$ cat src/rtl/hdmi_pkg.sv
// Shared encodings for the HDMI period scheduler: period codes, preamble
// control words and the fixed lengths of the preamble, guard and packet phases.
package hdmi_pkg;

    typedef enum logic [2:0] {
        PER_CTRL      = 3'd0,
        PER_VID_PRE   = 3'd1,
        PER_VID_GUARD = 3'd2,
        PER_VIDEO     = 3'd3,
        PER_DI_PRE    = 3'd4,
        PER_DI_GUARD  = 3'd5,
        PER_DI_DATA   = 3'd6
    } period_e;

    typedef enum logic [2:0] {
        ISL_IDLE   = 3'd0,
        ISL_PRE    = 3'd1,
        ISL_LGUARD = 3'd2,
        ISL_DATA   = 3'd3,
        ISL_TGUARD = 3'd4
    } island_e;

    localparam logic [3:0] CTL_VID_PRE = 4'b0001;
    localparam logic [3:0] CTL_DI_PRE  = 4'b0101;

    localparam int PREAMBLE_LEN = 8;
    localparam int GUARD_LEN    = 2;
    localparam int PKT_LEN      = 32;
    localparam int PHASE_W      = 5;

    function automatic logic [3:0] ctl_for(input period_e p);
        logic [3:0] c;
        c = 4'b0000;
        if (p == PER_VID_PRE) c = CTL_VID_PRE;
        if (p == PER_DI_PRE)  c = CTL_DI_PRE;
        return c;
    endfunction

endpackage

$ cat src/rtl/video_timing_counter.sv
// Raster position counters for the pixel domain, with sync windows, active
// flags and the video preamble/guard windows at the end of each line.
module video_timing_counter
    import hdmi_pkg::*;
#(
    parameter int H_ACTIVE = 640,
    parameter int H_FP     = 16,
    parameter int H_SYNC   = 96,
    parameter int H_BP     = 48,
    parameter int V_ACTIVE = 480,
    parameter int V_FP     = 10,
    parameter int V_SYNC   = 2,
    parameter int V_BP     = 33,
    parameter int CNT_W    = 10
) (
    input  logic             clk,
    input  logic             rst_n,
    input  logic             enable,
    output logic [CNT_W-1:0] x_cnt,
    output logic [CNT_W-1:0] y_cnt,
    output logic             hsync,
    output logic             vsync,
    output logic             h_active,
    output logic             v_active,
    output logic             next_line_active,
    output logic             vid_pre_win,
    output logic             vid_guard_win
);

    localparam int H_TOTAL = H_ACTIVE + H_FP + H_SYNC + H_BP;
    localparam int V_TOTAL = V_ACTIVE + V_FP + V_SYNC + V_BP;
    localparam int HS_BEG  = H_ACTIVE + H_FP;
    localparam int VS_BEG  = V_ACTIVE + V_FP;
    localparam int VPRE_BEG = H_TOTAL - PREAMBLE_LEN - GUARD_LEN;
    localparam int VGRD_BEG = H_TOTAL - GUARD_LEN;

    logic [CNT_W-1:0] x_q, x_d;
    logic [CNT_W-1:0] y_q, y_d;

    always_comb begin
        x_d = x_q;
        y_d = y_q;
        if (!enable) begin
            x_d = '0;
            y_d = '0;
        end else if (x_q == CNT_W'(H_TOTAL - 1)) begin
            x_d = '0;
            y_d = (y_q == CNT_W'(V_TOTAL - 1)) ? '0 : y_q + 1'b1;
        end else begin
            x_d = x_q + 1'b1;
        end
    end

    always_ff @(posedge clk or negedge rst_n) begin
        if (!rst_n) begin
            x_q <= '0;
            y_q <= '0;
        end else begin
            x_q <= x_d;
            y_q <= y_d;
        end
    end

    assign x_cnt    = x_q;
    assign y_cnt    = y_q;
    assign hsync    = (x_q >= CNT_W'(HS_BEG)) && (x_q < CNT_W'(HS_BEG + H_SYNC));
    assign vsync    = (y_q >= CNT_W'(VS_BEG)) && (y_q < CNT_W'(VS_BEG + V_SYNC));
    assign h_active = (x_q < CNT_W'(H_ACTIVE));
    assign v_active = (y_q < CNT_W'(V_ACTIVE));
    // The last blanking line precedes line 0, so it also carries a video preamble.
    assign next_line_active = (y_q < CNT_W'(V_ACTIVE - 1)) || (y_q == CNT_W'(V_TOTAL - 1));
    assign vid_pre_win   = (x_q >= CNT_W'(VPRE_BEG)) && (x_q < CNT_W'(VGRD_BEG));
    assign vid_guard_win = (x_q >= CNT_W'(VGRD_BEG));

endmodule

$ cat src/rtl/hdmi_period_scheduler.sv
// Per-pixel HDMI period selection for 640x480@60 plus data-island scheduling
// with a req/ack packet handshake; every output is registered and aligned.
//
//  state      | meaning
//  -----------+-----------------------------------------------------------
//  ISL_IDLE   | no island; DI_PRE starts here at DI_START when pkt_req is set
//  ISL_PRE    | remaining data-island preamble pixels
//  ISL_LGUARD | leading guard band before packet data
//  ISL_DATA   | 32-pixel packet; may chain into another packet at idx 31
//  ISL_TGUARD | trailing guard band, then back to idle
module hdmi_period_scheduler
    import hdmi_pkg::*;
#(
    parameter int H_ACTIVE  = 640,
    parameter int H_FP      = 16,
    parameter int H_SYNC    = 96,
    parameter int H_BP      = 48,
    parameter int V_ACTIVE  = 480,
    parameter int V_FP      = 10,
    parameter int V_SYNC    = 2,
    parameter int V_BP      = 33,
    parameter int CNT_W     = 10,
    parameter int DI_OFFSET = 4,
    parameter int MAX_PKTS  = 2
) (
    input  logic             clk,
    input  logic             rst_n,
    input  logic             enable,
    input  logic             pkt_req,
    output logic             pkt_ack,
    output logic             pkt_active,
    output logic [4:0]       pkt_idx,
    output logic [CNT_W-1:0] counter_x,
    output logic [CNT_W-1:0] counter_y,
    output logic             hsync,
    output logic             vsync,
    output logic             video_de,
    output logic [2:0]       period,
    output logic [3:0]       ctl,
    output logic             frame_start
);

    localparam int H_TOTAL  = H_ACTIVE + H_FP + H_SYNC + H_BP;
    localparam int V_TOTAL  = V_ACTIVE + V_FP + V_SYNC + V_BP;
    localparam int DI_START = H_ACTIVE + DI_OFFSET;
    localparam int SENT_W   = $clog2(MAX_PKTS + 1);

    if (DI_START + 12 + PKT_LEN * MAX_PKTS + 12 > H_TOTAL - 10) begin : g_island_fit
        $error("data island does not fit before the video preamble");
    end
    if ((2 ** CNT_W) <= H_TOTAL || (2 ** CNT_W) <= V_TOTAL) begin : g_cnt_width
        $error("CNT_W too narrow for the raster");
    end

    logic [CNT_W-1:0] x_c, y_c;
    logic             hsync_c, vsync_c, h_act_c, v_act_c, nla_c, vpre_c, vgrd_c;

    video_timing_counter #(
        .H_ACTIVE(H_ACTIVE), .H_FP(H_FP), .H_SYNC(H_SYNC), .H_BP(H_BP),
        .V_ACTIVE(V_ACTIVE), .V_FP(V_FP), .V_SYNC(V_SYNC), .V_BP(V_BP),
        .CNT_W(CNT_W)
    ) u_timing (
        .clk              (clk),
        .rst_n            (rst_n),
        .enable           (enable),
        .x_cnt            (x_c),
        .y_cnt            (y_c),
        .hsync            (hsync_c),
        .vsync            (vsync_c),
        .h_active         (h_act_c),
        .v_active         (v_act_c),
        .next_line_active (nla_c),
        .vid_pre_win      (vpre_c),
        .vid_guard_win    (vgrd_c)
    );

    island_e            isl_q, isl_d;
    logic [PHASE_W-1:0] cnt_q, cnt_d;
    logic [SENT_W-1:0]  sent_q, sent_d;
    logic               isl_on, ack_c, data_c;
    period_e            isl_per;

    // cnt_q is a down-counter: pixels left in the current phase after this one.
    always_comb begin
        isl_d   = isl_q;
        cnt_d   = cnt_q;
        sent_d  = sent_q;
        isl_on  = 1'b0;
        isl_per = PER_CTRL;
        ack_c   = 1'b0;
        data_c  = 1'b0;
        case (isl_q)
            ISL_IDLE: begin
                sent_d = '0;
                if (x_c == CNT_W'(DI_START) && pkt_req) begin
                    isl_on  = 1'b1;
                    isl_per = PER_DI_PRE;
                    isl_d   = ISL_PRE;
                    cnt_d   = PHASE_W'(PREAMBLE_LEN - 2);
                end
            end
            ISL_PRE: begin
                isl_on  = 1'b1;
                isl_per = PER_DI_PRE;
                if (cnt_q == '0) begin
                    isl_d = ISL_LGUARD;
                    cnt_d = PHASE_W'(GUARD_LEN - 1);
                end else begin
                    cnt_d = cnt_q - 1'b1;
                end
            end
            ISL_LGUARD: begin
                isl_on  = 1'b1;
                isl_per = PER_DI_GUARD;
                if (cnt_q == '0) begin
                    isl_d = ISL_DATA;
                    cnt_d = PHASE_W'(PKT_LEN - 1);
                end else begin
                    cnt_d = cnt_q - 1'b1;
                end
            end
            ISL_DATA: begin
                isl_on  = 1'b1;
                isl_per = PER_DI_DATA;
                data_c  = 1'b1;
                ack_c   = (cnt_q == PHASE_W'(PKT_LEN - 1));
                if (ack_c) sent_d = sent_q + 1'b1;
                if (cnt_q == '0) begin
                    if (pkt_req && sent_q < SENT_W'(MAX_PKTS)) begin
                        cnt_d = PHASE_W'(PKT_LEN - 1);
                    end else begin
                        isl_d = ISL_TGUARD;
                        cnt_d = PHASE_W'(GUARD_LEN - 1);
                    end
                end else begin
                    cnt_d = cnt_q - 1'b1;
                end
            end
            ISL_TGUARD: begin
                isl_on  = 1'b1;
                isl_per = PER_DI_GUARD;
                if (cnt_q == '0) begin
                    isl_d = ISL_IDLE;
                end else begin
                    cnt_d = cnt_q - 1'b1;
                end
            end
            default: begin
                isl_d = ISL_IDLE;
                cnt_d = '0;
            end
        endcase
        if (!enable) begin
            isl_d  = ISL_IDLE;
            cnt_d  = '0;
            sent_d = '0;
        end
    end

    period_e per_c;

    always_comb begin
        per_c = PER_CTRL;
        if (isl_on)                      per_c = isl_per;
        else if (h_act_c && v_act_c)     per_c = PER_VIDEO;
        else if (nla_c && vpre_c)        per_c = PER_VID_PRE;
        else if (nla_c && vgrd_c)        per_c = PER_VID_GUARD;
    end

    period_e          period_q, period_d;
    logic [3:0]       ctl_q, ctl_d;
    logic [CNT_W-1:0] counter_x_q, counter_x_d, counter_y_q, counter_y_d;
    logic [4:0]       pkt_idx_q, pkt_idx_d;
    logic             pkt_ack_q, pkt_ack_d, pkt_active_q, pkt_active_d;
    logic             hsync_q, hsync_d, vsync_q, vsync_d;
    logic             video_de_q, video_de_d, frame_start_q, frame_start_d;

    always_comb begin
        period_d      = PER_CTRL;
        ctl_d         = '0;
        counter_x_d   = '0;
        counter_y_d   = '0;
        pkt_idx_d     = '0;
        pkt_ack_d     = 1'b0;
        pkt_active_d  = 1'b0;
        hsync_d       = 1'b0;
        vsync_d       = 1'b0;
        video_de_d    = 1'b0;
        frame_start_d = 1'b0;
        if (enable) begin
            period_d      = per_c;
            ctl_d         = ctl_for(per_c);
            counter_x_d   = x_c;
            counter_y_d   = y_c;
            pkt_ack_d     = ack_c;
            pkt_active_d  = data_c;
            pkt_idx_d     = data_c ? (PHASE_W'(PKT_LEN - 1) - cnt_q) : '0;
            hsync_d       = hsync_c;
            vsync_d       = vsync_c;
            video_de_d    = (per_c == PER_VIDEO);
            frame_start_d = (x_c == '0) && (y_c == '0);
        end
    end

    always_ff @(posedge clk or negedge rst_n) begin
        if (!rst_n) begin
            isl_q         <= ISL_IDLE;
            cnt_q         <= '0;
            sent_q        <= '0;
            period_q      <= PER_CTRL;
            ctl_q         <= '0;
            counter_x_q   <= '0;
            counter_y_q   <= '0;
            pkt_idx_q     <= '0;
            pkt_ack_q     <= 1'b0;
            pkt_active_q  <= 1'b0;
            hsync_q       <= 1'b0;
            vsync_q       <= 1'b0;
            video_de_q    <= 1'b0;
            frame_start_q <= 1'b0;
        end else begin
            isl_q         <= isl_d;
            cnt_q         <= cnt_d;
            sent_q        <= sent_d;
            period_q      <= period_d;
            ctl_q         <= ctl_d;
            counter_x_q   <= counter_x_d;
            counter_y_q   <= counter_y_d;
            pkt_idx_q     <= pkt_idx_d;
            pkt_ack_q     <= pkt_ack_d;
            pkt_active_q  <= pkt_active_d;
            hsync_q       <= hsync_d;
            vsync_q       <= vsync_d;
            video_de_q    <= video_de_d;
            frame_start_q <= frame_start_d;
        end
    end

    assign period      = period_q;
    assign ctl         = ctl_q;
    assign counter_x   = counter_x_q;
    assign counter_y   = counter_y_q;
    assign pkt_idx     = pkt_idx_q;
    assign pkt_ack     = pkt_ack_q;
    assign pkt_active  = pkt_active_q;
    assign hsync       = hsync_q;
    assign vsync       = vsync_q;
    assign video_de    = video_de_q;
    assign frame_start = frame_start_q;

endmodule

$ cat config.mk
export PLATFORM = sky130hd
export DESIGN_NAME = hdmi_period_scheduler
export DESIGN_NICKNAME = d
export VERILOG_FILES = /design/src/rtl/hdmi_pkg.sv /design/src/rtl/video_timing_counter.sv /design/src/rtl/hdmi_period_scheduler.sv
export SDC_FILE = /design/constraint.sdc
export NUM_CORES = 1
export LEC_CHECK = 0
export ABC_CLOCK_PERIOD_IN_PS = 5700
export BUFFER_PORTS_ARGS = -buffer_cell sky130_fd_sc_hd__buf_2
export CAP_MARGIN = 20
export CORE_AREA = 2 2 94 96
export DETAILED_ROUTE_END_ITERATION = 6
export DIE_AREA = 0 0 96 98
export GPL_TIMING_DRIVEN = 0
export RECOVER_POWER = 25
export SETUP_SLACK_MARGIN = 0.3
export SLEW_MARGIN = 20
export SYNTH_ARGS = -nofsm -noshare
export SYNTH_HDL_FRONTEND = slang
export SYNTH_SLANG_ARGS = --single-unit
$ cat constraint.sdc
create_clock -name clk -period 5.7 [get_ports clk]
set_input_delay 1.14 -clock clk [delete_from_list [all_inputs] [get_ports clk]]
set_output_delay 1.14 -clock clk [all_outputs]
set_load 0.05 [all_outputs]
Yosys cells after proc, flatten, opt, wreduce, memory -nomap -nowiden
Index checks and enable logic that the tools add are counted.
- output and inout port bits: 38
- register bits after elaboration: 68
- order comparisons: 11
- add/subtract/negate cells: 5
- reduce and logical (&&, ||, !) cells: 19
- equality and inequality tests: 21
- muxes and demuxes: 48
- operators by type and width (cell ; count):
    $mux 10 ; 7
    $mux 5 ; 9
    $eq 10x10->1 const B ; 3
    $ge 10x10->1 const B ; 3
    $lt 10x10->1 const B ; 3
    $lt 10x9->1 const B ; 3
    $mux 3 ; 10
    $pmux 5 s5 ; 1
    $ne 3x3->1 const B ; 8
    $add 10x1->10 const B ; 2
    $logic_not 10->1 ; 2
    $pmux 3 s5 ; 1
    $pmux 3 s4 ; 1
    $ge 10x9->1 const B ; 1
    $mux 1 ; 10
    $mux 2 ; 5
    $eq 3x2->1 const B ; 3
    $logic_and 1x1->1 ; 9
    $mux 4 ; 2
    $eq 3x1->1 const B ; 2
    $eq 3x3->1 const B ; 2
    $reduce_and 6->1 ; 1
    $eq 5x5->1 const B ; 1
    $logic_not 5->1 ; 1
    other kinds (13) ; 14

Logic depth before layout (Yosys ltp)
Gate-level depths: netlist (run 1).
- depth in word-level cells: 11
- gate-level depth with buffers: 8

By module
A second synthesis (run 1) with hierarchy kept.
- cell total of the unflattened synthesis: 311
- area, all modules: 3268.1 um^2
- modules (own cells, without submodules) (module ; cells each ; instances ; area each (um^2) ; seq. area each (um^2)):
    hdmi_period_scheduler ; 186 ; 1 ; 2034.5 ; 1151.1
    video_timing_counter ; 125 ; 1 ; 1233.7 ; 500.5

Least setup slack after synthesis (run 1)
No wires, ideal clock.
- kind: input to register
- from: in enable
- to: reg u_timing.y_q[4], in the netlist u_timing.y_cnt[4]
- arrival: 2343 ps
- stages: 7
- buffers on the path: 2
- path slack: 3239 ps
- cells stage by stage: clkbuf_1 -> inv_1 -> a31oi_1 -> or2_0 -> buf_2 -> nor3b_1 -> a21o_1
- longest elaborated chain between the ends: 1
- RTL lines (item ; RTL line ; text):
    start: declaration ; hdmi_period_scheduler.sv:28 ; input logic enable,
    $ne 2x1->1 (no line) / $mux 10 (equally long branches) ; - ;
    end signal: assignment ; video_timing_counter.sv:60 ; y_q <= y_d;
    end: declaration ; video_timing_counter.sv:38 ; logic [CNT_W-1:0] y_q, y_d;
Parallel ways exist; a longest one is shown, timed or not.
A chain may end at the register's enable or synchronous reset.

Final worst setup path (run 1)
- from: in enable
- to: reg u_timing.y_q[6], in the netlist u_timing.y_cnt[6]
The elaborated chain is that of the path after synthesis.

==> out/metrics.yaml, run 1 <==
syn_area_um2: 3280
synth-simple-area-share: 0.242
cp-end-kind: "flip-flop"
wl_um: 7270
antenna_found_initial: 0
root_buffer: "clkbuf_8"
placed_cell_area_um2: 3630
yosys.area.top_type_share: 0.504
yosysMostFrequentCell: "dfrtp_1"
path_class: "primary input to flip-flop"
tns_ns: 0
grt_pass1_vias: 2421
start_util: 0.387
synth_top_family_by_area: "simple AND/OR/NAND/NOR gates"
p_per_area_nw_per_um2: 244
power.total_mw: 0.924
area_growth_syn_to_layout_pct: 15.6
drt_iter0_drc: 183
ys_seq_area_frac: 0.504
grt_use_total: 0.169
hp-class: "flip-flop to flip-flop"
final_antenna_net_count: 0
grt_max_degree: 43
overflow: 0
r2r-start: "cnt_q[0]"
cts.repair.resized: 0
finalNetCount: 385
fin_crit_sh: 0.486
yosysUniqueCellTypes: 63
maxSlewViolCount: 0
grt_pass1_wl_um: 12200
vias_per_cell: 5.22
ys_seq_elements: 66
hold_viol: 0
yosys.area_share.adder: 0.0298
numCtsBuffers: 9
cts_sinks: 66
synthMuxAreaShare: 0.00611
max_slew_margin: 0.0877
clock_latency_ns: 0.34
finish.instance_area_um2: 3790
maxCapViolCount: 0
fp.dieH_um: 98
yosys-top-cells-count: "dfrtp_1 (66), nor2_1 (35), and2_1 (17), o21ai_0 (17), nand2_1 (16)"
fin_cells: 485
post-cts-setup-buffers: 0
dp_cells: 471
drtPass1Iterations: 4
num_vias: 2530
synth_area_leaders: "dfrtp_1 (50%), nor2_1 (4.0%), and2_1 (3.2%)"
cts_tree: "done"
power_leakage_nw: 1.85
finalSetupViolCount: 0
drc_errors: 0
start_kind: "primary input"
required_ns: 5.93
synthArstFlopShare: 1.00
die_area_um2: 9410
synth_compound_area_frac: 0.140
arrival_ns: 3.00
synth_edf_count: 0
ys.flop_type: "dfrtp_1"
yosysTopAreaCell: "dfrtp_1"
synth-xor-area-share: 0.0240
min_from: "u_timing.x_cnt[0]"
clkTransAtPathRegs_ns: 0.07
dp_hpwl_um: 5180
io_pins: 42
irDropWorstVdd_v: 0.0000869
gp_congestion: 0.840
fmax_ghz: 0.361
yosys_warnings: 0
outcome: "complete, no violations"
skew_ns: 0.00774
cts.htree.levels: 3
io_buffers: 38
rsz0062_at_grt: "false"
clock_path_buffers: 2
dieWidth_um: 96
cts_hold_buf: 0
wl_per_cell_um: 15.0
crit_start: "enable"
num_rows: 34
syn_inst: 323
drive_gt1_frac: 0.218
fin_crit_ns: 2.77
syn_avg_cell_area_um2: 10.1
rrSetupSlack_ns: 3.44
diodes: 0
path_max_fanout: 9
core_area_um2: 8470
tightest_slew_ns: 1.37
path summary, 6_finish.rpt:
check,to,cells after the start
worst max-delay path,u_timing.y_cnt[6],7
worst min-delay path,u_timing.x_cnt[0],1
worst max register to register,cnt_q[4],8
worst min register to register,u_timing.x_cnt[0],1
max in group asynchronous,cnt_q[3],2
min in group asynchronous,counter_y[6],1
cells in the final DEF, fill, tap and decap left out, types with 3 or more instances in the layout:
master,count
and2_1,17
nand4_1,6
a21oi_1,11
o21ai_0,17
nor3_1,5
clkbuf_8,10
o21a_1,3
ha_1,7
and3_1,5
buf_6,3
a21o_1,4
buf_2,44
a31oi_1,5
nor4_1,6
xnor2_1,6
o31ai_1,4
nand3_1,14
clkbuf_1,10
nand2_1,16
nand3b_1,3
dfrtp_1,66
nor2b_1,4
nand2b_1,4
a211oi_1,4
buf_4,3
nor2_1,35
xor2_1,3
nor3b_1,4
o2bb2ai_1,3
inv_1,11
metrics by stage:
| step | util | worst slack [ns] | hold slack (ns) |
|---|---|---|---|
| 2_1_floorplan | - | 3.24 | 0.446 |
| 3_3_place_gp | 0.426 | 2.63 | 0.469 |
| 3_5_place_dp | 0.429 | 2.62 | 0.481 |
| 4_1_cts | 0.448 | 2.99 | 0.492 |
| 5_1_grt | 0.448 | 2.83 | 0.510 |
| 6_report | 0.448 | 2.93 | 0.490 |
cell families (layout without fill, tap and decap cells):
family | after synthesis | in the layout
other cells | 1 | 2
xor+xnor | 9 | 9
compound gates | 66 | 66
simple gates | 137 | 137
mux | 2 | 2
buf+inv | 34 | 87
fa+ha+maj | 8 | 8
flops | 66 | 66
layout make-up:
| class | count | area (um2) |
|---|---|---|
| Tap cell | 108 | 135 |
| Timing Repair Buffer | 39 | 209 |
| Fill cell | 826 | 4670 |
| Clock buffer | 11 | 141 |
| Multi-Input combinational cell | 224 | 1470 |
| Buffer | 23 | 130 |
| Sequential cell | 66 | 1650 |
| Inverter | 11 | 41.3 |
| Clock inverter | 3 | 17.5 |
critical path, stage by stage:
cell and delay (ns):
clkbuf_1 0.37, inv_1 0.30, a31oi_1 0.61, or2_0 0.18, buf_2 0.17, nor3b_1 0.07
a21o_1 0.15
metal layers:
layer | GRT usage | wire [um] | vias to the layer above
met5 | 0 | 0 | -
met4 | 0.0659 | 107 | 0
met3 | 0.0463 | 312 | 10
met2 | 0.254 | 3490 | 60
met1 | 0.230 | 3360 | 1221
li1 | - | - | 1239
state kept, by name (all words and copies together), names as in the netlist, 2 cells and up:
signal and flops:
sent_q 2, u_timing.x_cnt 10, cnt_q 5, period 3, pkt_idx 5, ctl 2, counter_y 10, counter_x 10
u_timing.y_cnt 10, isl_q 3
power breakdown:
group / switching, mW / total, mW / internal (mW)
logic: 0.0771 / 0.111 / 0.0342
clock network: 0.166 / 0.329 / 0.163
registers: 0.00717 / 0.484 / 0.477
No activity file was read; power rests on OpenSTA's default activity.
==> run 2: changes to the inputs <==
- ABC_CLOCK_PERIOD_IN_PS: 5700 -> 2670
- clock period: 5.7 -> 2.67 ns (I/O delays scaled with it)
==> run 2 against run 1 <==
Hold slack hardly changed; highest routed layer unchanged; clock skew hardly changed; utilization hardly changed; register-to-register slack worse by 3.0 ns; critical path type is now flip-flop to flip-flop.
==> out/metrics.yaml, run 2 (synthesis gave the netlist of run 1 again) <==
outcome: "complete, no violations"  # unchanged
wl_um: 7300  # was 7270 um
final_common_cell: "dfrtp_1"  # unchanged
irDropWorstVdd_v: 0.000186  # was 0.0000869 V
path_class: "flip-flop to flip-flop"  # was primary input to flip-flop
fp.dieH_um: 98  # unchanged
fin_crit_sh: 0.832
wl_per_cell_um: 15.1  # was 15.0 um
cts.htree.levels: 3  # unchanged
cts_tree: "done"  # unchanged
io_buffers: 38  # unchanged
drc_errors: 0  # unchanged
final_cell_mix: "dfrtp_1 (65), buf_2 (44), nor2_1 (35), and2_1 (17), o21ai_0 (17)"  # was dfrtp_1 (66), buf_2 (44), nor2_1 (35), and2_1 (17), o21ai_0 (17)
arrival_ns: 2.46  # was 3.00 ns
drt_iter0_drc: 173  # was 183
fmax_ghz: 0.450
io_pins: 42  # unchanged
rsz0062_at_grt: "false"  # unchanged
drive_gt1_frac: 0.220  # was 0.218
finalNetCount: 385  # unchanged
clkTransAtPathRegs_ns: 0.07  # about the same
max_slew_margin: 0.0880  # was 0.0877
clock_latency_ns: 0.34  # about the same
num_vias: 2552  # was 2530
power_leakage_nw: 1.85  # about the same
p_per_area_nw_per_um2: 520  # was 244 nW/um2
finalSetupViolCount: 0  # unchanged
tightest_slew_ns: 1.37  # about the same
grt_max_degree: 43  # unchanged
hp-class: "primary input to asynchronous set/reset pin"  # was flip-flop to flip-flop
rr_worst_depth: 8  # unchanged
path_delay_family: "simple AND/OR/NAND/NOR gates"  # was buffers and inverters
core_area_um2: 8470  # unchanged
numCtsBuffers: 9  # unchanged
path_depth: 8  # was 7
rrSetupSlack_ns: 0.45  # was 3.44 ns
slowest_stage: "dfrtp_2"  # was a31oi_1
maxCapViolCount: 0  # unchanged
path_max_fanout: 8  # was 9
power.total_mw: 1.97  # was 0.924 mW
grt_pass1_wl_um: 12200  # unchanged
final_antenna_net_count: 0  # unchanged
area_growth_syn_to_layout_pct: 15.7  # was 15.6%
maxSlewViolCount: 0  # unchanged
num_rows: 34  # unchanged
dp_hpwl_um: 5180  # unchanged
hold_viol: 0  # unchanged
clock_path_buffers: 2  # unchanged
grt_use_total: 0.169  # unchanged
post-cts-setup-buffers: 0  # unchanged
fin_util: 0.448  # about the same
cp-end-kind: "flip-flop"  # unchanged
fin_crit_ns: 2.22
start_kind: "flip-flop"  # was primary input
root_buffer: "clkbuf_8"  # unchanged
die_area_um2: 9410  # unchanged
dieWidth_um: 96  # unchanged
num-fill-cells: 826  # unchanged
start_util: 0.387  # unchanged
vias_per_cell: 5.26  # was 5.22
cts_sinks: 66  # unchanged
diodes: 0  # unchanged
required_ns: 2.91  # was 5.93 ns
whs_ns: 0.489  # was 0.490 ns
max_stage_delay_ns: 0.47  # was 0.61 ns
gp_congestion: 0.840  # unchanged
tns_ns: 0  # unchanged
skew_ns: 0.00811  # was 0.00774 ns
critPathBufInv: 2  # was 3
crit_chain: "inv_1, ha_1, or4b_1, clkbuf_2, and4_4, nor3_4, a211oi_1, a21o_1"  # was clkbuf_1, inv_1, a31oi_1, or2_0, buf_2, nor3b_1, a21o_1
drtPass1Iterations: 4  # unchanged
overflow: 0  # unchanged
antenna_found_initial: 0  # unchanged
grt_pass1_vias: 2421  # unchanged
run 2: cell counts in the layout (fill, tap and decap cells not counted):
No cell type changed its count.
run 2: timing repair:
action / in CTS / in global routing
hold buffers: 0 / 0
endpoints found under the setup margin: 0 / 1
resized for setup: 0 / 1
run 2: final timing paths:
check	startpoint	to
max in group asynchronous	rst_n	cnt_q[0]
min	rst_n	counter_y[6]
max	cnt_q[0]	cnt_q[4]
min reg2reg	u_timing.x_cnt[0]	u_timing.x_cnt[0]
min in group clk	u_timing.x_cnt[0]	u_timing.x_cnt[0]
max reg2reg	cnt_q[0]	cnt_q[4]
run 2: power breakdown:
group          total, mW  internal [mW]  switching [mW]
Sequential          1.03           1.02          0.0153
Clock              0.703          0.348           0.354
Combinational      0.237         0.0730           0.165
Total               1.97           1.44           0.534
run 2: cell type report:
cell class                      count  area [um2]  share of cell area
Clock inverter                      3        17.5             0.00462
Timing Repair Buffer               39         209              0.0551
Inverter                           11        41.3              0.0109
Multi-Input combinational cell    224        1470               0.386
Sequential cell                    66        1650               0.436
Clock buffer                       11         141              0.0373
Tap cell                          108         135              0.0356
Buffer                             23         130              0.0343
run 2: per-layer routing:
layer	vias to the layer above	global-route usage	part of all wire
met1	1231	0.230	0.46
li1	1239	-	-
met5	-	0	0
met3	11	0.0463	0.047
met4	0	0.0659	0.016
met2	71	0.254	0.48
run 2: stage by stage:
step / cells / cell area [um2] / worst slack (ns)
3_5_place_dp: 471 / 3630 / 0.191
6_report: 485 / 3790 / 0.447
5_1_grt: 485 / 3790 / 0.334
2_1_floorplan: 324 / 3280 / 0.660
3_3_place_gp: 470 / 3610 / 0.208
4_1_cts: 485 / 3790 / 0.302
==> run 3: changes to the inputs <==
- ABC_AREA: default -> 1
- ABC_CLOCK_PERIOD_IN_PS: 2670 -> 1900
- CORE_AREA: 2 2 94 96 -> 2 2 93 95
- DIE_AREA: 0 0 96 98 -> 0 0 95 97
- clock period: 2.67 -> 1.9 ns (I/O delays scaled with it)
==> run 3 against run 2 <==
Synthesized area shrank 2.0%; routed wire length increased by 0.18%; global-route usage decreased by 0.48 points; largest power group unchanged; register-to-register slack got worse by 0.17 ns; clock skew is 0.0028 ns lower; synthesized cell count is 20% higher.
==> out/metrics.yaml, run 3 <==
path_class: "flip-flop to flip-flop"  # unchanged
drtPass1Iterations: 4  # unchanged
fin_util: 0.517  # was 0.448
diodes: 0  # unchanged
arrival_ns: 1.88  # was 2.46 ns
tightest_slew_ns: 0.761  # was 1.37 ns
rrSetupSlack_ns: 0.28  # was 0.45 ns
finish.instance_area_um2: 4210  # was 3790 um2
maxCapViolCount: 0  # unchanged
yosysTopAreaCell: "dfrtp_1"  # unchanged
drt_iter0_drc: 154  # was 173
overflow: 0  # unchanged
drive_gt1_frac: 0.332  # was 0.220
finalSetupViolCount: 0  # unchanged
r2r_end: "u_timing.x_cnt[5]"  # was cnt_q[4]
path_max_fanout: 8  # unchanged
outcome: "complete, no violations"  # unchanged
clock_latency_ns: 0.34  # about the same
required_ns: 2.16  # was 2.91 ns
slowest_stage: "dfrtp_2"  # unchanged
area_growth_syn_to_layout_pct: 31.0  # was 15.7%
synth_edf_count: 0  # unchanged
cts.htree.levels: 3  # unchanged
yosys-top-cells-count: "nand2_1 (85), dfrtp_1 (66), inv_1 (61), nor2_1 (55), nand3_1 (16)"  # was dfrtp_1 (66), nor2_1 (35), and2_1 (17), o21ai_0 (17), nand2_1 (16)
drc_errors: 0  # unchanged
ys_seq_area_frac: 0.514  # was 0.504
grt_max_degree: 37  # was 43
num_vias: 2702  # was 2552
antenna_found_initial: 0  # unchanged
cts_sinks: 66  # unchanged
crit_chain: "ha_4, nand2_4, nor2_4, nand3_2, nand2_2, nand2_8, clkinv_4, buf_12, buf_12, nor3_1"  # was inv_1, ha_1, or4b_1, clkbuf_2, and4_4, nor3_4, a211oi_1, a21o_1
clock_path_buffers: 2  # unchanged
dp_hpwl_um: 4900  # was 5180 um
final_antenna_net_count: 0  # unchanged
path_delay_family: "simple AND/OR/NAND/NOR gates"  # unchanged
power_leakage_nw: 2.26  # was 1.85 nW
fin_crit_ns: 1.62  # was 2.22 ns
wl_per_cell_um: 12.9  # was 15.1 um
start_util: 0.395  # was 0.387
syn_area_um2: 3210  # was 3280 um2
hold_viol: 0  # unchanged
rr_worst_depth: 10  # was 8
final_cell_mix: "nand2_1 (78), dfrtp_1 (61), inv_1 (56), nor2_1 (45), buf_2 (40)"  # was dfrtp_1 (65), buf_2 (44), nor2_1 (35), and2_1 (17), o21ai_0 (17)
min_from: "enable"
final_common_cell: "nand2_1"  # was dfrtp_1
gp_congestion: 0.867  # was 0.840
synthArstFlopShare: 1.00  # unchanged
max_stage_delay_ns: 0.45  # was 0.47 ns
yosysMostFrequentCell: "nand2_1"  # was dfrtp_1
finalNetCount: 470  # was 385
cts_tree: "done"  # unchanged
placed_cell_area_um2: 3560  # was 3630 um2
dieWidth_um: 95  # was 96 um
hold-path-endpoint: "counter_y[1]"
ys.flop_type: "dfrtp_1"  # unchanged
vias_per_cell: 4.75  # was 5.26
skew_ns: 0.00527  # was 0.00811 ns
root_buffer: "clkbuf_8"  # unchanged
syn_inst: 387  # was 323
yosysUniqueCellTypes: 39  # was 63
io_pins: 42  # unchanged
start_kind: "flip-flop"  # unchanged
numCtsBuffers: 9  # unchanged
min_path_cells: 3
clkTransAtPathRegs_ns: 0.07  # about the same
r2r-start: "u_timing.x_cnt[0]"  # was cnt_q[0]
num_rows: 33  # was 34
cp-end-kind: "flip-flop"  # unchanged
hp-class: "primary input to flip-flop"  # was primary input to asynchronous set/reset pin
fp.dieH_um: 97  # was 98 um
yosys.area.top_type_share: 0.514  # was 0.504
grt_pass1_wl_um: 11900  # was 12200 um
yosys_warnings: 0  # unchanged
syn_avg_cell_area_um2: 8.30  # was 10.1 um2
maxSlewViolCount: 0  # unchanged
cp_common_cell: "buf_12"
final.setup.worst_slack_ns: 0.282  # was 0.447 ns
fmax_ghz: 0.618  # was 0.450 GHz
synth_area_leaders: "dfrtp_1 (51%), nand2_1 (9.9%), inv_1 (7.1%)"  # was dfrtp_1 (50%), nor2_1 (4.0%), and2_1 (3.2%)
critPathBufInv: 3  # was 2
rsz0062_at_grt: "true"  # was false
ys_seq_elements: 66  # unchanged
max_slew_margin: 0.492  # was 0.0880
grt_use_total: 0.164  # was 0.169
io_buffers: 38  # unchanged
tns_ns: 0  # unchanged
place_ws_ns: 0.166  # was 0.191 ns
die_area_um2: 9220  # was 9410 um2
core_area_um2: 8130  # was 8470 um2
grt_pass1_vias: 2534  # was 2421
p_per_area_nw_per_um2: 1080  # was 520 nW/um2
fin_crit_sh: 0.851  # was 0.832
irDropWorstVdd_v: 0.000392  # was 0.000186 V
wl_um: 7310  # was 7300 um
==> run 3: changes by cell type in the layout (fill, tap and decap cells not counted), moves of 7 or more <==
| cell | previous run | this run |
|---|---|---|
| and2_1 | 17 | 0 |
| buf_4 | 3 | 18 |
| clkbuf_1 | 10 | 3 |
| inv_1 | 11 | 56 |
| nand2_1 | 16 | 78 |
| nand2_2 | 0 | 7 |
| nand3_2 | 0 | 7 |
| nor2_1 | 35 | 45 |
| nor2_2 | 0 | 7 |
| o21ai_0 | 17 | 4 |
| o21ai_1 | 0 | 7 |
==> run 3: metal layers <==
layer | vias up | part of all wire | track usage
met1 | 1263 | 0.47 | 0.233
met5 | - | 0 | 0
li1 | 1346 | - | -
met4 | 0 | 0.024 | 0.0780
met2 | 78 | 0.46 | 0.239
met3 | 15 | 0.049 | 0.0327
==> run 3: per-stage QoR <==
step	std cells	power, mW	hold slack (ns)
4_1_cts	558	4.29	0.363
6_report	569	4.53	0.368
2_1_floorplan	388	2.66	0.0844
3_3_place_gp	531	2.93	0.499
3_5_place_dp	532	2.96	0.340
5_1_grt	569	4.82	0.370
==> run 3: what timing repair did <==
item	4_1_cts	5_1_grt
resized for setup	17	62
pin swaps	2	22
hold buffers	1	0
setup buffers	9	11
setup endpoints to repair	23	29
hold endpoints to repair	30	0
==> run 3: worst min-delay path, cell delays in order <==
cell     delay [ns]
buf_4          0.15
nand2_1        0.08
inv_1          0.06
==> run 3: logic make-up after synthesis <==
group,after synthesis,share of synthesized area
AND/OR/NAND/NOR,193,0.271
buffers and inverters,73,0.0958
flip-flops,66,0.514
AO/OA/AOI/OAI,41,0.0740
adder cells (fa/ha/maj),7,0.0273
XOR/XNOR,6,0.0164
other,1,0.00117
==> run 3: report_power, final <==
group,switching (mW),total (mW),internal [mW]
clock,0.538,1.21,0.676
sequential,0.133,1.70,1.56
combinational,1.03,1.62,0.585
total,1.70,4.53,2.82
==> run 3: layout make-up <==
type / instances / area, um2
clock inverters: 4 / 50.0
multi-input cells: 249 / 1510
repair buffers: 60 / 394
fillers: 732 / 3930
plain buffers: 10 / 70.1
clock buffers: 12 / 155
inverters: 63 / 244
flip-flops and latches: 66 / 1660
well taps: 105 / 131
==> run 3: worst max path at each step <==
stage	start	end	slack, ns	cells past startpoint
2_1_floorplan	u_timing.x_cnt[0]	video_de	0.43	10
3_3_place_gp	rst_n	pkt_idx[1]	0.18	1
3_5_place_dp	u_timing.x_cnt[0]	video_de	0.17	10
4_1_cts	u_timing.x_cnt[1]	u_timing.y_cnt[4]	0.30	10
5_1_grt	u_timing.x_cnt[1]	cnt_q[2]	0.19	10
6_report	u_timing.x_cnt[0]	u_timing.x_cnt[5]	0.28	10
